==> src/rtl/control_fsm.sv <==
// Multi-cycle control unit for the RV32I-subset datapath. It latches the instruction, decodes it,
// sequences the datapath controls, halts on unsupported encodings and counts retired instructions.
//
// state  | meaning
// FETCH  | capture Instr into ir, all outputs 0
// DECODE | classify ir, controls become valid
// EXEC   | ALU operation; branches resolve and retire here
// MEM    | RAM access; SW writes and retires here
// WBACK  | register write and retire (R/I/LW)
// HALT   | unsupported encoding, absorbing until reset
module control_fsm #(
   parameter int CNT_W = 16
) (
   input  logic             clk,
   input  logic             reset,
   input  logic [31:0]      Instr,
   input  logic [3:0]       status,
   output logic             RegRW,
   output logic             ALUsrc,
   output logic [3:0]       ALUop,
   output logic             c_in,
   output logic             MRW,
   output logic             WB,
   output logic             PCsrc,
   output logic [1:0]       imm_sel,
   output logic             pc_en,
   output logic             illegal,
   output logic [CNT_W-1:0] retired
);

   typedef enum logic [2:0] {
      S_FETCH, S_DECODE, S_EXEC, S_MEM, S_WBACK, S_HALT
   } state_t;

   state_t           state_q, state_d;
   logic [31:0]      ir_q, ir_d;
   logic             illegal_q, illegal_d;
   logic [CNT_W-1:0] retired_q, retired_d;

   logic [2:0] funct3;
   logic       is_r, is_i, is_lw, is_sw, is_br, br_ok, is_legal;
   logic       unused_bits;

   assign funct3   = ir_q[14:12];
   assign is_r     = (ir_q[6:0] == 7'b0110011);
   assign is_i     = (ir_q[6:0] == 7'b0010011);
   assign is_lw    = (ir_q[6:0] == 7'b0000011);
   assign is_sw    = (ir_q[6:0] == 7'b0100011);
   assign is_br    = (ir_q[6:0] == 7'b1100011);
   assign br_ok    = is_br && (funct3[2:1] == 2'b00);
   assign is_legal = is_r || is_i || is_lw || is_sw || is_br;

   assign unused_bits = ^{status[3:1], ir_q[31], ir_q[29:15], ir_q[11:7]};

   always_ff @(posedge clk or negedge reset) begin
      if (!reset) begin
         state_q   <= S_FETCH;
         ir_q      <= '0;
         illegal_q <= 1'b0;
         retired_q <= '0;
      end else begin
         state_q   <= state_d;
         ir_q      <= ir_d;
         illegal_q <= illegal_d;
         retired_q <= retired_d;
      end
   end

   always_comb begin
      state_d   = state_q;
      ir_d      = ir_q;
      illegal_d = illegal_q;
      retired_d = retired_q + CNT_W'(pc_en);
      case (state_q)
         S_FETCH: begin
            ir_d    = Instr;
            state_d = S_DECODE;
         end
         S_DECODE: begin
            if (is_legal) begin
               state_d = S_EXEC;
            end else begin
               state_d   = S_HALT;
               illegal_d = 1'b1;
            end
         end
         S_EXEC: begin
            if (is_r || is_i) begin
               state_d = S_WBACK;
            end else if (is_lw || is_sw) begin
               state_d = S_MEM;
            end else if (br_ok) begin
               state_d = S_FETCH;
            end else begin
               state_d   = S_HALT;
               illegal_d = 1'b1;
            end
         end
         S_MEM:   state_d = is_lw ? S_WBACK : S_FETCH;
         S_WBACK: state_d = S_FETCH;
         S_HALT:  state_d = S_HALT;
         default: state_d = S_HALT;
      endcase
   end

   // Controls are driven from ir only while an instruction is in flight; FETCH and HALT read 0.
   always_comb begin
      RegRW   = 1'b0;
      ALUsrc  = 1'b0;
      ALUop   = 4'b0000;
      c_in    = 1'b0;
      MRW     = 1'b0;
      WB      = 1'b0;
      PCsrc   = 1'b0;
      imm_sel = 2'b00;
      pc_en   = 1'b0;
      if (state_q == S_DECODE || state_q == S_EXEC || state_q == S_MEM || state_q == S_WBACK) begin
         if (is_r) begin
            ALUop = {ir_q[30], funct3};
            WB    = 1'b1;
         end else if (is_i) begin
            ALUsrc = 1'b1;
            ALUop  = {(funct3 == 3'b101) && ir_q[30], funct3};
            WB     = 1'b1;
         end else if (is_lw || is_sw) begin
            ALUsrc  = 1'b1;
            imm_sel = is_sw ? 2'b01 : 2'b00;
         end else if (is_br) begin
            ALUop   = 4'b1000;
            imm_sel = 2'b10;
         end
         c_in = ALUop[3];
      end
      RegRW = (state_q == S_WBACK);
      MRW   = (state_q == S_MEM) && is_sw;
      pc_en = (state_q == S_WBACK) || ((state_q == S_MEM) && is_sw) || ((state_q == S_EXEC) && br_ok);
      PCsrc = (state_q == S_EXEC) && br_ok && (funct3[0] ? !status[0] : status[0]);
   end

   assign illegal = illegal_q;
   assign retired = retired_q;

endmodule
==> config.mk <==
export PLATFORM = sky130hd
export DESIGN_NAME = control_fsm
export DESIGN_NICKNAME = d
export VERILOG_FILES = /design/src/rtl/control_fsm.sv
export SDC_FILE = /design/constraint.sdc
export NUM_CORES = 1
export LEC_CHECK = 0
export CAP_MARGIN = 25
export CORE_ASPECT_RATIO = 1.5
export CORE_MARGIN = 3
export CORE_UTILIZATION = 45
export CTS_BUF_LIST = sky130_fd_sc_hd__clkbuf_4 sky130_fd_sc_hd__clkbuf_8 sky130_fd_sc_hd__clkbuf_16
export DETAILED_ROUTE_END_ITERATION = 8
export GPL_TIMING_DRIVEN = 0
export PLACE_DENSITY = 0.84
export SYNTH_ARGS = -nofsm -noshare
export SYNTH_HDL_FRONTEND = slang
export SYNTH_SLANG_ARGS = --single-unit
==> constraint.sdc <==
create_clock -name clk -period 5.6 [get_ports clk]
set_input_delay 0.56 -clock clk [delete_from_list [all_inputs] [get_ports clk]]
set_output_delay 0.56 -clock clk [all_outputs]
set_load 0.02 [all_outputs]
After elaboration in Yosys (flattened, before gate mapping)
Index checks and enable logic that the tools add are counted.
{ "totals": {"reg_bits": 51, "inputBits": 38, "output_inout_bits": 30, "elab_cells": 70} }
{ "op_classes": {"addsub": 1, "n_eq_ne": 14, "muxes": 31, "reduce_logical": 20} }
{ "ops": {"columns": ["operator", "n"], "rows": [
  ["2-to-1 mux 4 bit", 5],
  ["adder 16 x 1 -> 16 bit", 1],
  ["2-to-1 mux 3 bit", 5],
  ["case mux 3 bit (5 select lines)", 1],
  ["== test 7 x 6 -> 1 bit, second input constant", 2],
  ["2-to-1 mux 1 bit", 14],
  ["logical OR 1 bit", 10],
  ["2-to-1 mux 2 bit", 5],
  ["!= test 2 bit, second input constant", 4],
  ["== test 7 x 2 -> 1 bit, second input constant", 1],
  ["== test 7 x 5 -> 1 bit, second input constant", 1],
  ["== test 7 bit, second input constant", 1],
  ["== test 3 x 2 -> 1 bit, second input constant", 2],
  ["== test 3 bit, second input constant", 2],
  ["logical AND 1 bit", 5],
  ["AND reduction 5 bit", 1],
  ["== test 3 x 1 -> 1 bit, second input constant", 1],
  ["zero test 3 bit", 1],
  ["zero test 2 bit", 1],
  ["case mux 1 bit (2 select lines)", 1],
  ["nonzero test 2 bit", 1],
  ["zero test 1 bit", 1]
]} }

Longest topological paths before layout
{ "logic_depth": {"ltp_word": 7, "mapped_depth": 11, "ltp_nobuf": 10} }

Worst setup path before layout
OpenSTA, ideal clock, no wires.
{ "synth_path": {"kind": "reg-to-reg", "start": "reg ir_q[2]", "end": "reg retired_q[12], in the netlist retired[12]", "setup_time_ns": 0.130, "arrival_time_ns": 2.671, "required_time_ns": 5.470, "setup_slack_ns": 2.799, "path_stages_with_launch": 11, "n_path_buf": 0, "synth_period_minus_slack_ns": 2.801, "cell_sequence": "dfrtp_1 > and4bb_2 > nand3_1 > nor3_1 > or3b_1 > ha_1 > ha_1 > inv_1 > nor4_1 > nand2_1 > xnor2_1"} }
{ "synth_via": {"elab_chain_len": 5, "word_cells_on_any_way": 8, "cone_classes": "1 x add/sub; 2 x eq/ne; 5 x reduce/logical"} }
{ "synth_lines": {"columns": ["element", "line_no", "source"], "rows": [
  ["start, declared", "36", "logic [31:0] ir_q, ir_d;"],
  ["start signal, assigned", "63", "ir_q <= ir_d;"],
  ["== test 7 x 6 -> 1 bit", "48", "assign is_sw = (ir_q[6:0] == 7'b0100011);"],
  ["logical AND 1 bit", null, null],
  ["named net MRW", "22", "output logic MRW,"],
  ["logical OR 1 bit (2 in a row)", "136", "pc_en = (state_q == S_WBACK) || ((state_q == S_MEM) && is_sw) || ((state_q == S_EXEC) && br_ok);"],
  ["named net pc_en", "26", "output logic pc_en,"],
  ["adder 16 x 1 -> 16 bit", "73", "retired_d = retired_q + CNT_W'(pc_en);"],
  ["named net retired_d[12]", "38", "logic [CNT_W-1:0] retired_q, retired_d;"],
  ["end signal, assigned", "65", "retired_q <= retired_d;"],
  ["end, declared", "38", null]
]} }
The timed path passes the listed nets, and every way through them passes these cells.
A chain may end at the register's enable or synchronous reset.

Worst setup path in the final report
{ "layout_path": {"start": "reg ir_q[2]", "end": "out pc_en"} }
{ "layout_via": {"elab_chain_len": 4, "word_cells_on_any_way": 7, "cone_classes": "2 x eq/ne; 5 x reduce/logical"} }
{ "layout_lines": {"columns": ["element", "line_no"], "rows": [
  ["== test 7 x 6 -> 1 bit or == test 7 bit (tied branches)", "48, 49"],
  ["logical AND 1 bit (on tied branches)", "136, 50"],
  ["logical OR 1 bit or logical AND 1 bit (tied branches)", "136"],
  ["logical OR 1 bit (*)", "136"],
  ["end, declared", "26"]
]} }
Every way passes the cells marked *; elsewhere a longest branch is shown, timed or not.

==> run_results.csv <==
group,metric,value,unit
run_status,outcome,"finished clean",
placement,place_inst,225,
final_layout,syn2layout_area_growth,37.6,%
cts,cts_tree,"yes",
logic_synthesis,syn_nets,181,
setup_path,endpoint_kind,"primary output",
routing,route.detailed.drc,0,
routing,drt-vias-per-instance,5.33,
cts,insertion_delay,0.28,ns
setup_path,rr_endpoint,"retired[14]",
floorplanning,die_h,78.7,µm
timing,holdWs,0.486,ns
setup_path,cp.arrival,2.32,ns
routing,firstDrtPassIters,4,
setup_path,rrSetupSlack,2.87,ns
logic_synthesis,synth_area_per_cell,11.2,µm²
final_layout,design_area,2180,µm²
global_routing,grt_pass1_vias,1330,
logic_synthesis,synth_edf_count,0,
routing,wire_per_inst,15.1,µm
global_routing,met2_usage,34.1,%
routing,antenna_left,0,
timing,hold_viol,0,
final_layout,drive_gt1_share,18.8,%
timing,max_freq,347,MHz
routing,finalWirelength,3500,µm
logic_synthesis,synth-main-ff-cell,"dfrtp_1",
placement,place_worst_setup_slack,2.86,ns
logic_synthesis,synth.most_common_cell,"dfrtp_1",
logic_synthesis,ys_seq_area_share,49.0,%
logic_synthesis,synth_seq_cells,31,
floorplanning,dieArea,4280,µm²
cts,post_cts_buffers,0,
timing,skew,0.00322,ns
min_path,whs_path_depth,2,
final_layout,final_core_utilization,67.0,%
logic_synthesis,yosys.area.top_type,"dfrtp_1",
logic_synthesis,yosys_warnings,0,
placement,gp_congestion,0.823,
final_layout,multi_input_area,754,µm²
global_routing,grtUsageMet3,5.12,%
placement,dpl-instance-area,2090,µm²
timing,grt_setup_unrepaired,"false",
placement,dp_hpwl,2790,µm
cts,clkTransAtPathRegs,0.06,ns
global_routing,use_met1,18.9,%
global_routing,grt_pass1_wl,5870,µm
logic_synthesis,synth_cells,141,
timing,fin_setup_tns,0,ns
logic_synthesis,synth_top_area_share,49.0,%
final_layout,layout.cells.non_filler,232,
flow_run,cap_violations,0,
timing,drv_slew,0,
global_routing,gr-total-overflow,0,
routing,num_vias,1237,
global_routing,grt_max_degree,17,
logic_synthesis,synth_cell_types,41,
global_routing,track_usage,18.9,%
routing,drtIter0Drc,19,
min_path,min_to,"illegal",
final_layout,fin_nets,232,
power_and_ir_drop,p_leak,0.933,nW
timing,period_needed,2.88,ns
final_layout,sequential_cell_area,776,µm²
setup_path,rr_startpoint,"ir_q[2]",
min_path,min_from,"illegal",
cts,cts_hold_buf,0,
power_and_ir_drop,total_power,651,µW
floorplanning,io_pins,68,
logic_synthesis,netlist_area,1580,µm²
timing,worst_slew_pin_slew,0.827,ns
logic_synthesis,async_flop_share,100,%
timing,period_share,51.4,%
power_and_ir_drop,ir_worst_vdd,0.277,mV
min_path,hold_class,"reg -> reg",
logic_synthesis,synth_common_cells,"31 x dfrtp_1, 11 x nand2_1, 10 x mux2_2",
final_layout,fillers,252,
final_layout,n_antenna_cell,0,
cts,cts_buffers,5,
timing,max-slew-margin-rel,44.7,%
timing,fin_ws,2.72,ns
logic_synthesis,netlist_top_cells_area,"dfrtp_1 49%, mux2_2 7.1%, xnor2_1 5.0%, xor2_1 3.3%, nand3_1 2.8%",
floorplanning,die_x,54.4,µm
setup_path,required,5.04,ns
cts,clock_sinks,31,
timing,finalSetupViolCount,0,
placement,portBuffers,43,
floorplanning,row_count,25,
setup_path,critPathLaunchType,"flip-flop",
setup_path,crit_path_max_fanout,7,
setup_path,setup.worst_path.class,"reg -> out",
setup_path,critPathLaunch,"ir_q[2]",
setup_path,reg2reg_depth,9,
power_and_ir_drop,powerDensity,299,nW/µm²
cts,htree_levels,2,
floorplanning,start_util,48.7,%
cts,clock_path_buffers,2,
global_routing,top_usage_layer,"met2",
cts,clock-root-buffer,"clkbuf_8",
global_routing,antenna_found_initial,0,
cts,cts_resized,0,
floorplanning,coreArea,3250,µm²
## placed cells by master (no fill, tap or decap), types with 3 or more instances in the layout
master	synthesis	final
nand2_1	11	11
dfrtp_1	31	31
mux2_2	10	10
and2_1	3	3
xnor2_1	9	9
clkdlybuf4s50_1	0	43
a21oi_1	5	5
xor2_1	6	6
nor2_1	7	7
nor3_1	7	7
buf_2	4	4
nand3_1	9	9
inv_1	5	5
clkbuf_8	0	6
## worst max-delay path, cell delays in order (launching register included)
cell and delay (ns):
dfrtp_1 0.39, nand4bb_4 0.28, or4_1 0.56, or3b_1 0.21, clkdlybuf4s50_1 0.60
## layout make-up
class                           count  area share (%)
Clock inverter                      1           0.230
Inverter                            5           0.861
Sequential cell                    31            35.6
Tap cell                           40            2.30
Clock buffer                        6            3.79
Multi-Input combinational cell     99            34.6
Timing Repair Buffer               44            21.0
Buffer                              6            1.61
## cell families after synthesis
logic type / count (synthesis) / share of synthesized area [%]
buffers and inverters: 11 / 3.40
xor gates and xnor gates: 15 / 8.29
muxes: 10 / 7.11
adders and majority gates: 2 / 1.58
AOI/OAI and AO/OA: 17 / 7.27
DFF: 31 / 49.0
and+or+nand+nor: 55 / 23.4
## sequential cells by signal, indices dropped and copies added (netlist names)
| name | cells |
|---|---|
| illegal | 1 |
| state_q | 3 |
| ir_q | 11 |
| retired | 16 |
## power by group
group | total [mW] | internal (mW) | switching, mW | leakage, nW
clock | 0.172 | 0.0961 | 0.0759 | 0.0470
combinational | 0.183 | 0.0911 | 0.0921 | 0.497
sequential | 0.296 | 0.259 | 0.0366 | 0.389
## worst max-delay path by stage
| stage | endpoint | slack, ns |
|---|---|---|
| CTS | pc_en | 2.68 |
| global placement | retired[12] | 2.91 |
| floorplan | retired[12] | 2.80 |
| detailed placement | retired[12] | 2.86 |
| global route | pc_en | 2.56 |
| finish | pc_en | 2.72 |
## per-layer routing
| layer | wire, µm | vias to the layer above |
|---|---|---|
| met5 | 0 | - |
| met4 | 85 | 0 |
| met3 | 235 | 9 |
| met2 | 1890 | 56 |
| met1 | 1290 | 573 |
| li1 | - | 599 |
Power figures use the tool's default switching activity.
